`src/rtl/motor_pwm_rx_pkg.sv`:
```
// motor_pwm_rx_pkg: receiver states, nominal SW-code widths (ticks) and the width classifier.
package motor_pwm_rx_pkg;
  typedef enum logic [1:0] {IDLE, HIGH, LOW} state_e;
  localparam int unsigned W_SW01 = 130;
  localparam int unsigned W_SW00 = 153;
  localparam int unsigned W_SW10 = 170;
  typedef struct packed {
    logic       ok;
    logic [1:0] code;
  } cls_t;
  function automatic logic near(input int unsigned w, input int unsigned nom, input int unsigned tol);
    return (w + tol >= nom) && (w <= nom + tol);
  endfunction
  function automatic cls_t classify(input int unsigned w, input int unsigned tol);
    return near(w, W_SW01, tol) ? cls_t'{1'b1, 2'b01} :
           near(w, W_SW00, tol) ? cls_t'{1'b1, 2'b00} :
           near(w, W_SW10, tol) ? cls_t'{1'b1, 2'b10} : cls_t'{1'b0, 2'b00};
  endfunction
endpackage

```
`src/rtl/motor_pwm_rx_if.sv`:
```
// motor_pwm_rx_if: PWM input and measurement outputs of the receiver.
interface motor_pwm_rx_if #(parameter int CNT_W = 16);
  logic             pwm_in;
  logic [CNT_W-1:0] width_out;
  logic [CNT_W-1:0] period_out;
  logic             meas_valid;
  logic [1:0]       sw_code;
  logic             code_ok;
  logic             signal_lost;
  modport master (output pwm_in, input width_out, period_out, meas_valid, sw_code, code_ok, signal_lost);
  modport slave (input pwm_in, output width_out, period_out, meas_valid, sw_code, code_ok, signal_lost);
endinterface

```
`src/rtl/motor_pwm_tick_gen.sv`:
```
// motor_pwm_tick_gen: prescaler counting 0..DIVISOR-1, one-clk tick at wrap.
module motor_pwm_tick_gen #(
  parameter int DIVISOR = 500
) (
  input  logic clk,
  input  logic reset_n,
  output logic tick
);
  localparam int PW = $clog2(DIVISOR + 1);
  logic [PW-1:0] cnt;
  assign tick = cnt == PW'(DIVISOR - 1);
  always_ff @(posedge clk or negedge reset_n)
    if (!reset_n) cnt <= '0;
    else cnt <= tick ? '0 : cnt + 1'b1;
endmodule

```
`src/rtl/motor_pwm_rx.sv`:
```
// motor_pwm_rx: measures PWM high time and period in ticks and decodes the SW code.
// Optional input glitch filter enabled by defining MOTOR_PWM_RX_GLITCH_EN.
module motor_pwm_rx
  import motor_pwm_rx_pkg::*;
#(
  parameter int DIVISOR = 500,
  parameter int CNT_W   = 16,
  parameter int TIMEOUT = 4000,
  parameter int TOL     = 5
`ifdef MOTOR_PWM_RX_GLITCH_EN
  , parameter int GLITCH_LEN = 4
`endif
) (
  input logic clk,
  input logic reset_n,
  motor_pwm_rx_if.slave bus
);
  state_e st, nxt;
  logic tick, s1, s2, lvl, lvl_d, rise, fall, timeout, report;
  logic [CNT_W-1:0] hi_cnt, per_cnt, wid;
  cls_t cls;
  motor_pwm_tick_gen #(.DIVISOR(DIVISOR)) u_tick (.clk(clk), .reset_n(reset_n), .tick(tick));
  // Chain resets high: a pulse already in progress at reset release must not look like a rise
  always_ff @(posedge clk or negedge reset_n)
    if (!reset_n) {s1, s2} <= 2'b11;
    else {s1, s2} <= {bus.pwm_in, s1};
`ifdef MOTOR_PWM_RX_GLITCH_EN
  localparam int GW = $clog2(GLITCH_LEN + 1);
  logic [GW-1:0] gcnt;
  always_ff @(posedge clk or negedge reset_n)
    if (!reset_n) begin
      lvl  <= 1'b1;
      gcnt <= '0;
    end else if (s2 == lvl) gcnt <= '0;
    else if (gcnt == GW'(GLITCH_LEN - 1)) begin
      lvl  <= s2;
      gcnt <= '0;
    end else gcnt <= gcnt + 1'b1;
`else
  assign lvl = s2;
`endif
  always_ff @(posedge clk or negedge reset_n)
    if (!reset_n) lvl_d <= 1'b1;
    else lvl_d <= lvl;
  assign rise    = lvl & ~lvl_d;
  assign fall    = ~lvl & lvl_d;
  assign timeout = per_cnt == CNT_W'(TIMEOUT);
  assign cls     = classify(32'(wid), TOL);
  always_ff @(posedge clk or negedge reset_n)
    if (!reset_n) st <= IDLE;
    else st <= nxt;
  always_comb begin
    nxt    = rise ? HIGH : timeout ? IDLE : (fall && st == HIGH) ? LOW : st;
    report = rise && st == LOW;
  end
  // A rise clears the counters outright, so a tick in the same clk is dropped
  always_ff @(posedge clk or negedge reset_n)
    if (!reset_n) begin
      hi_cnt          <= '0;
      per_cnt         <= '0;
      wid             <= '0;
      bus.width_out   <= '0;
      bus.period_out  <= '0;
      bus.meas_valid  <= 1'b0;
      bus.sw_code     <= 2'b00;
      bus.code_ok     <= 1'b0;
      bus.signal_lost <= 1'b1;
    end else begin
      bus.meas_valid <= report;
      hi_cnt  <= rise ? '0 : hi_cnt + CNT_W'(tick && !(&hi_cnt));
      per_cnt <= rise ? '0 : per_cnt + CNT_W'(tick && !(&per_cnt));
      if (fall && st == HIGH) wid <= hi_cnt;
      if (rise) bus.signal_lost <= 1'b0;
      else if (timeout) bus.signal_lost <= 1'b1;
      if (report) begin
        bus.width_out  <= wid;
        bus.period_out <= per_cnt;
        bus.code_ok    <= cls.ok;
        if (cls.ok) bus.sw_code <= cls.code;
      end
    end
endmodule

```
`src/flat_wrapper.sv`:
```
// flat-port wrapper written by rule: the top's interface ports become plain ports
module motor_pwm_rx_flat import motor_pwm_rx_pkg::*;
#(
  parameter int DIVISOR = 500,
  parameter int CNT_W   = 16,
  parameter int TIMEOUT = 4000,
  parameter int TOL     = 5

)
  (clk, reset_n, bus_pwm_in, bus_width_out, bus_period_out, bus_meas_valid, bus_sw_code, bus_code_ok, bus_signal_lost);
  motor_pwm_rx_if #(.CNT_W(CNT_W)) bus_i ();
  input logic clk;
  input logic reset_n;
  input wire logic [$bits(bus_i.pwm_in)-1:0] bus_pwm_in;
  output wire logic [$bits(bus_i.width_out)-1:0] bus_width_out;
  output wire logic [$bits(bus_i.period_out)-1:0] bus_period_out;
  output wire logic [$bits(bus_i.meas_valid)-1:0] bus_meas_valid;
  output wire logic [$bits(bus_i.sw_code)-1:0] bus_sw_code;
  output wire logic [$bits(bus_i.code_ok)-1:0] bus_code_ok;
  output wire logic [$bits(bus_i.signal_lost)-1:0] bus_signal_lost;
  assign bus_i.pwm_in = bus_pwm_in;
  assign bus_width_out = bus_i.width_out;
  assign bus_period_out = bus_i.period_out;
  assign bus_meas_valid = bus_i.meas_valid;
  assign bus_sw_code = bus_i.sw_code;
  assign bus_code_ok = bus_i.code_ok;
  assign bus_signal_lost = bus_i.signal_lost;
  motor_pwm_rx #(.DIVISOR(DIVISOR), .CNT_W(CNT_W), .TIMEOUT(TIMEOUT), .TOL(TOL)) u_core (.clk(clk), .reset_n(reset_n), .bus(bus_i));
endmodule
```
`config.mk`:
```
export PLATFORM = sky130hd
export DESIGN_NAME = motor_pwm_rx_flat
export DESIGN_NICKNAME = d
export VERILOG_FILES = /design/src/rtl/motor_pwm_rx_pkg.sv /design/src/rtl/motor_pwm_rx_if.sv /design/src/rtl/motor_pwm_tick_gen.sv /design/src/rtl/motor_pwm_rx.sv /design/src/flat_wrapper.sv
export SDC_FILE = /design/constraint.sdc
export NUM_CORES = 1
export LEC_CHECK = 0
export CORE_MARGIN = 2
export CORE_UTILIZATION = 35
export CTS_BUF_LIST = sky130_fd_sc_hd__clkbuf_2
export DETAILED_ROUTE_END_ITERATION = 10
export SYNTH_ARGS = -nofsm -noshare
export SYNTH_HDL_FRONTEND = slang
export SYNTH_SLANG_ARGS = --single-unit
export TNS_END_PERCENT = 50
```
`constraint.sdc`:
```
create_clock -name clk -period 2.5 [get_ports clk]
set_input_delay 0.5 -clock clk [delete_from_list [all_inputs] [get_ports clk]]
set_output_delay 0.5 -clock clk [all_outputs]
set_load 0.03 [all_outputs]
```
==> run summary <==
Reg2reg end: u_core.bus.code_ok
Die X: 120 um
Number of flops mapped to enable cells by yosys: 0
Final Hold Viols: 0
Count of input and output buffers: 39
Worst Max-Slew Pin Slew: 663 ps
Initial Util: 35.8%
Number of global-route vias before repair: 3649
Final setup viols: 3
Drt total wl: 10.1 mm
Max frequency: 372 MHz
Async S/R FF share, synth: 100%
Share of layout cells above drive strength 1: 19.4%
Final setup margin: -190 ps
Worst-path cell chain: nand3_2 -> or4_4 -> or4b_1 -> a221o_2 -> o31ai_4 -> a21oi_2 -> a211o_1
Netlist cell types: 56
Initial antenna violation count: 0
Syn Area/Cell: 9.44 um2
Finished Cell Area: 0.00590 mm2
Layout Skew: 36.3 ps
Top cell type's share of synthesized area: 50.4%
First-pass GRT wire length: 17.1 mm
Met1 usage: 19.5%
Worst vdd ir: 232 uV
CTS sink cnt: 99
Clk_lat worst skew: 610 ps
Cell Pwr Density: 423 mW/mm2
Synth warn: 0
Area of the multi-input gates: 0.00223 mm2
HP Class: in -> reg
Area leader, netlist: dfrtp_1
CP startpoint: u_core.wid[11]
DP Wirelength: 7.11 mm
Synth top area cells: dfrtp_1 (50%), nand2_1 (9.4%), xor2_1 (3.2%)
Largest net degree at the start of global routing: 41
Reg2Reg Depth: 7
Fin. max-slew vios: 0
CP startpoint kind: register
Synth Instances: 500
CTS Root Cell: clkbuf_2
R2r setup slk: -190 ps
Total global-route track usage: 14.8%
P&R area growth vs syn: 24.9%
DRC Markers: 0
DR pass1 iterations: 5
Syn Nets: 512
Worst EP required: 3000 ps
Number of antenna repair diodes: 0
Critical-path top delay cell: or4_4
CP endpoint: u_core.bus.code_ok
Vias/cell: 4.96
Clock slew at reported path FFs: 270 ps
Final-stage net count: 589
Top FF cell, synth: dfrtp_1
TritonCTS clock tree: built
Sequential Area: 0.00249 mm2
Final ANT Viol Nets: 0
Row count: 42
CP Class: reg -> reg
Clk buf depth: 2
FF-to-FF Start: u_core.wid[11]
Die ar.: 0.0144 mm2
CP endpoint kind: register
Unrepaired setup endpoints after global routing: true
Met2 Usage GRT: 23.8%
Sequential share of the synthesized area: 52.6%
Post-placement cell area: 0.00566 mm2
Arr. time, crit path: 3190 ps
Status: finished with violations
Relative slew slack: 55.6%
Slowest stage delay, CP: 520 ps
Max H-tree Level: 3
Top-Level Pins: 40
Min cycle time layout: 2690 ps
MaxCap Viol Count: 0
Core ar.: 0.0132 mm2
Fill cells: 1258
#FFs+latches synth: 99
Mapped Area: 0.00472 mm2
Final Power: 2.49 mW
Leakage power total: 2.71 nW
Global route total overflow: 0
Via count of the routed design: 3758
Failing checks: negative setup slack
Wirelength per Cell: 13.3 um
Crit path max fanout: 3
Die Y: 120 um
DR iter-0 viols: 230
Busiest grt layer: met2
Met3 Use GR: 4.56%
Final Cycle Share: 108%
Final estimated routing congestion in global placement: 0.809
CTS buffer count: 9
cells by family after synthesis:
family | after synthesis | synth area share (%)
xor gates and xnor gates | 27 | 5.01
and+or+nand+nor | 248 | 25.0
muxes | 15 | 3.53
adders and majority gates | 9 | 2.39
DFF | 99 | 52.6
AOI/OAI and AO/OA | 68 | 8.77
buffers and inverters | 34 | 2.76
report_power, final:
group,internal (mW),switching [mW]
Combinational,0.0338,0.0686
Clock,0.229,0.536
Sequential,1.62,0.00836
Total,1.88,0.613
cell type report:
type                            instances  share of cell area [%]
Inverter                                8                   0.509
Multi-Input combinational cell        367                    37.9
Clock buffer                            9                   0.764
Tap cell                              176                    3.74
Clock inverter                          7                    1.15
Sequential cell                        99                    42.2
Timing Repair Buffer                   92                    13.8
placed cells by master, fill, tap and decap left out, types with 3 or more instances in the layout:
cell and instances:
nand2_1 118, inv_1 7, nor4_1 4, clkinv_1 3
a21oi_1 18, dfrtp_1 92, xor2_1 17, nor2b_1 9
clkdlybuf4s50_1 38, o31ai_4 3, dfrtp_2 3, dfstp_2 4
o21ai_0 26, xnor2_1 10, nand3_1 19, ha_1 5
or3_1 11, ha_2 3, nor4b_1 4, buf_4 51
mux2_2 13, nand4_1 15, clkbuf_2 9, nor2_1 37
nor3_1 3
worst min-delay path by stage:
stage | start | endpoint | slack (ps) | cells after the start
after floorplan | reset_n | u_core.bus.code_ok | 200 | 0
after global placement | u_core.s1 | u_core.lvl | 350 | 0
after detailed placement | u_core.s1 | u_core.lvl | 350 | 0
after CTS | bus_pwm_in | u_core.s1 | 240 | 1
after global routing | bus_pwm_in | u_core.s1 | 210 | 1
final | bus_pwm_in | u_core.s1 | 290 | 1
stage by stage:
stage	TNS, ps	instances	setup WS [ps]	hold slack (ps)	util, %
global route	-789	758	-276	213	44.7
CTS	-134	752	-134	236	43.9
global placement	-42.1	733	-42.1	347	42.9
detailed placement	-89.1	733	-89.1	348	42.9
floorplan	-78.2	500	-69.6	204	-
finish	-497	758	-190	291	44.7
cells in the mapped netlist (all sizes together), types with 11 or more instances:
| cell | n |
|---|---|
| mux2 | 13 |
| dfrtp | 95 |
| nand2 | 118 |
| nor2 | 39 |
| xor2 | 17 |
| nand3 | 21 |
| o21ai | 26 |
| nand4 | 15 |
| a21oi | 20 |
| or3 | 11 |
| clkbuf | 23 |
state kept, by name, indices dropped and copies added, names as in the netlist:
name and flops:
u_core.hi_cnt 16, u_core.bus.width_out 16, u_core.bus.code_ok 1, u_core.bus.sw_code 2, u_core.s1 1, u_core.bus.period_out 16, u_core.lvl 1, u_core.wid 16
u_core.per_cnt 16, u_core.st 2, u_core.bus.signal_lost 1, u_core.lvl_d 1, u_core.u_tick.cnt 9, u_core.bus.meas_valid 1
worst max-delay path: cells and delay by family (launching register included):
| kind | cells | cell delay, ps |
|---|---|---|
| flip-flops | 1 | 440 |
| AND/OR/NAND/NOR | 3 | 1070 |
| AO/OA/AOI/OAI | 4 | 1070 |
layer usage:
metal	up-vias	share of wire, %	wire length, um
li1	1870	-	-
met1	1817	48	4850
met2	64	47	4780
met3	7	3.7	372
met4	0	1.0	102
met5	-	0	0
repair_timing:
action / CTS / global route
setup endpoints to repair: 4 / 14
setup buffers: 2 / 6
hold buffers: 1 / 0
hold endpoints to repair: 37 / 0
cloned: 0 / 0
pin swaps: 0 / 6
gates resized for setup: 1 / 13
Power figures use the tool's default switching activity.
==> patch, RTL diff (same flow settings) <==
`CNT_W` is set to 16 in 3 places; all go to 24.
--- a/src/rtl/motor_pwm_rx_if.sv
+++ b/src/rtl/motor_pwm_rx_if.sv
@@ -1,5 +1,5 @@
 // motor_pwm_rx_if: PWM input and measurement outputs of the receiver.
-interface motor_pwm_rx_if #(parameter int CNT_W = 16);
+interface motor_pwm_rx_if #(parameter int CNT_W = 24);
   logic             pwm_in;
   logic [CNT_W-1:0] width_out;
   logic [CNT_W-1:0] period_out;
--- a/src/rtl/motor_pwm_rx.sv
+++ b/src/rtl/motor_pwm_rx.sv
@@ -4,7 +4,7 @@
   import motor_pwm_rx_pkg::*;
 #(
   parameter int DIVISOR = 500,
-  parameter int CNT_W   = 16,
+  parameter int CNT_W   = 24,
   parameter int TIMEOUT = 4000,
   parameter int TOL     = 5
 `ifdef MOTOR_PWM_RX_GLITCH_EN
--- a/src/flat_wrapper.sv
+++ b/src/flat_wrapper.sv
@@ -2,7 +2,7 @@
 module motor_pwm_rx_flat import motor_pwm_rx_pkg::*;
 #(
   parameter int DIVISOR = 500,
-  parameter int CNT_W   = 16,
+  parameter int CNT_W   = 24,
   parameter int TIMEOUT = 4000,
   parameter int TOL     = 5
 
Ports: changed (resized bus_period_out and bus_width_out); port bits go from 40 to 56. The function was not compared with the original's and may differ.
==> patch against the original RTL <==
  * The run still ends with setup timing left
  * Worst setup slack improved by 0.10 ns
  * Via count grew 30%
  * Clock skew decreased by 0.0079 ns
  * Final area rose by 39%
  * First-iteration DRC count shrank 14%
  * Wire length up 44%
  * Total power is 47% higher
  * Core utilization up 0.77 points
  * Highest routed layer unchanged
  * Count of clock-buffer cells in the layout grew 9
  * Synthesized area up 38%
  * Sequential cell count is 40 higher
==> patch: results (changes against the original RTL) <==
post-cts sizing count=2 (+1); met3 GRT Util=3.97% (-0.60 points); Inst Count DP=896 (+22%); final worst slack=-0.0892 ns (+0.101 ns); slowest stage delay, CP=0.40 ns (-0.12 ns); global routing usage on met1=19.7% (+0.25 points); routed wl met2=7190 um (+50%); outcome=finished, violations left; leakage power=3.76 nW (+39%); P_clk=1.26 mW (+65%); Port Buffers=55 (+41%); Synth area leaders=dfrtp_1 52%, mux2_2 12%, xor2_1 4.3%; vias in the first global route=4,870 (+33%); worst skew pair latency=0.68 ns (+0.07 ns); clock slew at reported path FFs=0.19 ns (-0.08 ns); syn_nets=591 (+15%); top cells by count, synth=135 x dfrtp_1, 72 x mux2_2, 59 x nor2_1, 32 x nand2_1, 32 x xor2_1; comb pwr=132 uW (+29%); cell count after synthesis=579 (+16%); WL/cell=15.5 um (+16%); switching power=917 uW (+50%); htree depth=4 (+1); vias per cell=5.19 (+4.7%); met3 WL=546 um (+47%); Clock Skews=0.0284 ns (-0.00795 ns); failing checks=setup timing; GP Congestion=0.817 (+1.0%); All-Layer GR Usage=15.1% (+0.31 points); Slowest-stage cell, CP=dfrtp_1; TNS Setup=-0.130 ns (+0.367 ns); final hold slack=0.233 ns (-0.0575 ns); Distinct cells, synth=53 (-5.4%); largest net degree at the start of global routing=52 (+27%); drt pass-1 iters=4 (-1); DP Worst Slack=-0.0273 ns (+0.0618 ns); Pint=2.75 mW (+46%); register area share after synthesis=53.6% (+1.0 points); Final Setup Violations=2 (-1); CTS buffer count=17 (+8)
-- patch: changes by cell type after synthesis, moves of 5 or more --
cell      before  now
nand2_1      118   32
mux2_2        13   72
dfrtp_1       95  135
nor2_1        39   59
xor2_1        17   32
and3_1         3   12
nand3_1       20   28
a21oi_1       20   15
a31oi_1        0    5
and2_1         1    6
and4_1         2    7
nand2b_1       2    7
nor4_1         4    9
o21ai_0       26   21
-- patch: logic make-up after synthesis --
logic type	Yosys count	share of synthesized area, %
AND/OR/NAND/NOR	217	17.7
flip-flops	139	53.6
multiplexers	72	12.5
AO/OA/AOI/OAI	66	6.45
XOR/XNOR	44	5.93
buffers and inverters	32	2.08
adder cells (fa/ha/maj)	9	1.73
-- patch: layout make-up --
class	count	area [um2]	area share, %
clock buffer	18	90.1	1.10
inverter	6	25.0	0.304
sequential	139	3480	42.4
clock inverter	14	130	1.58
timing repair buffer	125	1090	13.3
tap	229	287	3.48
multi-input combinational	408	3110	37.9
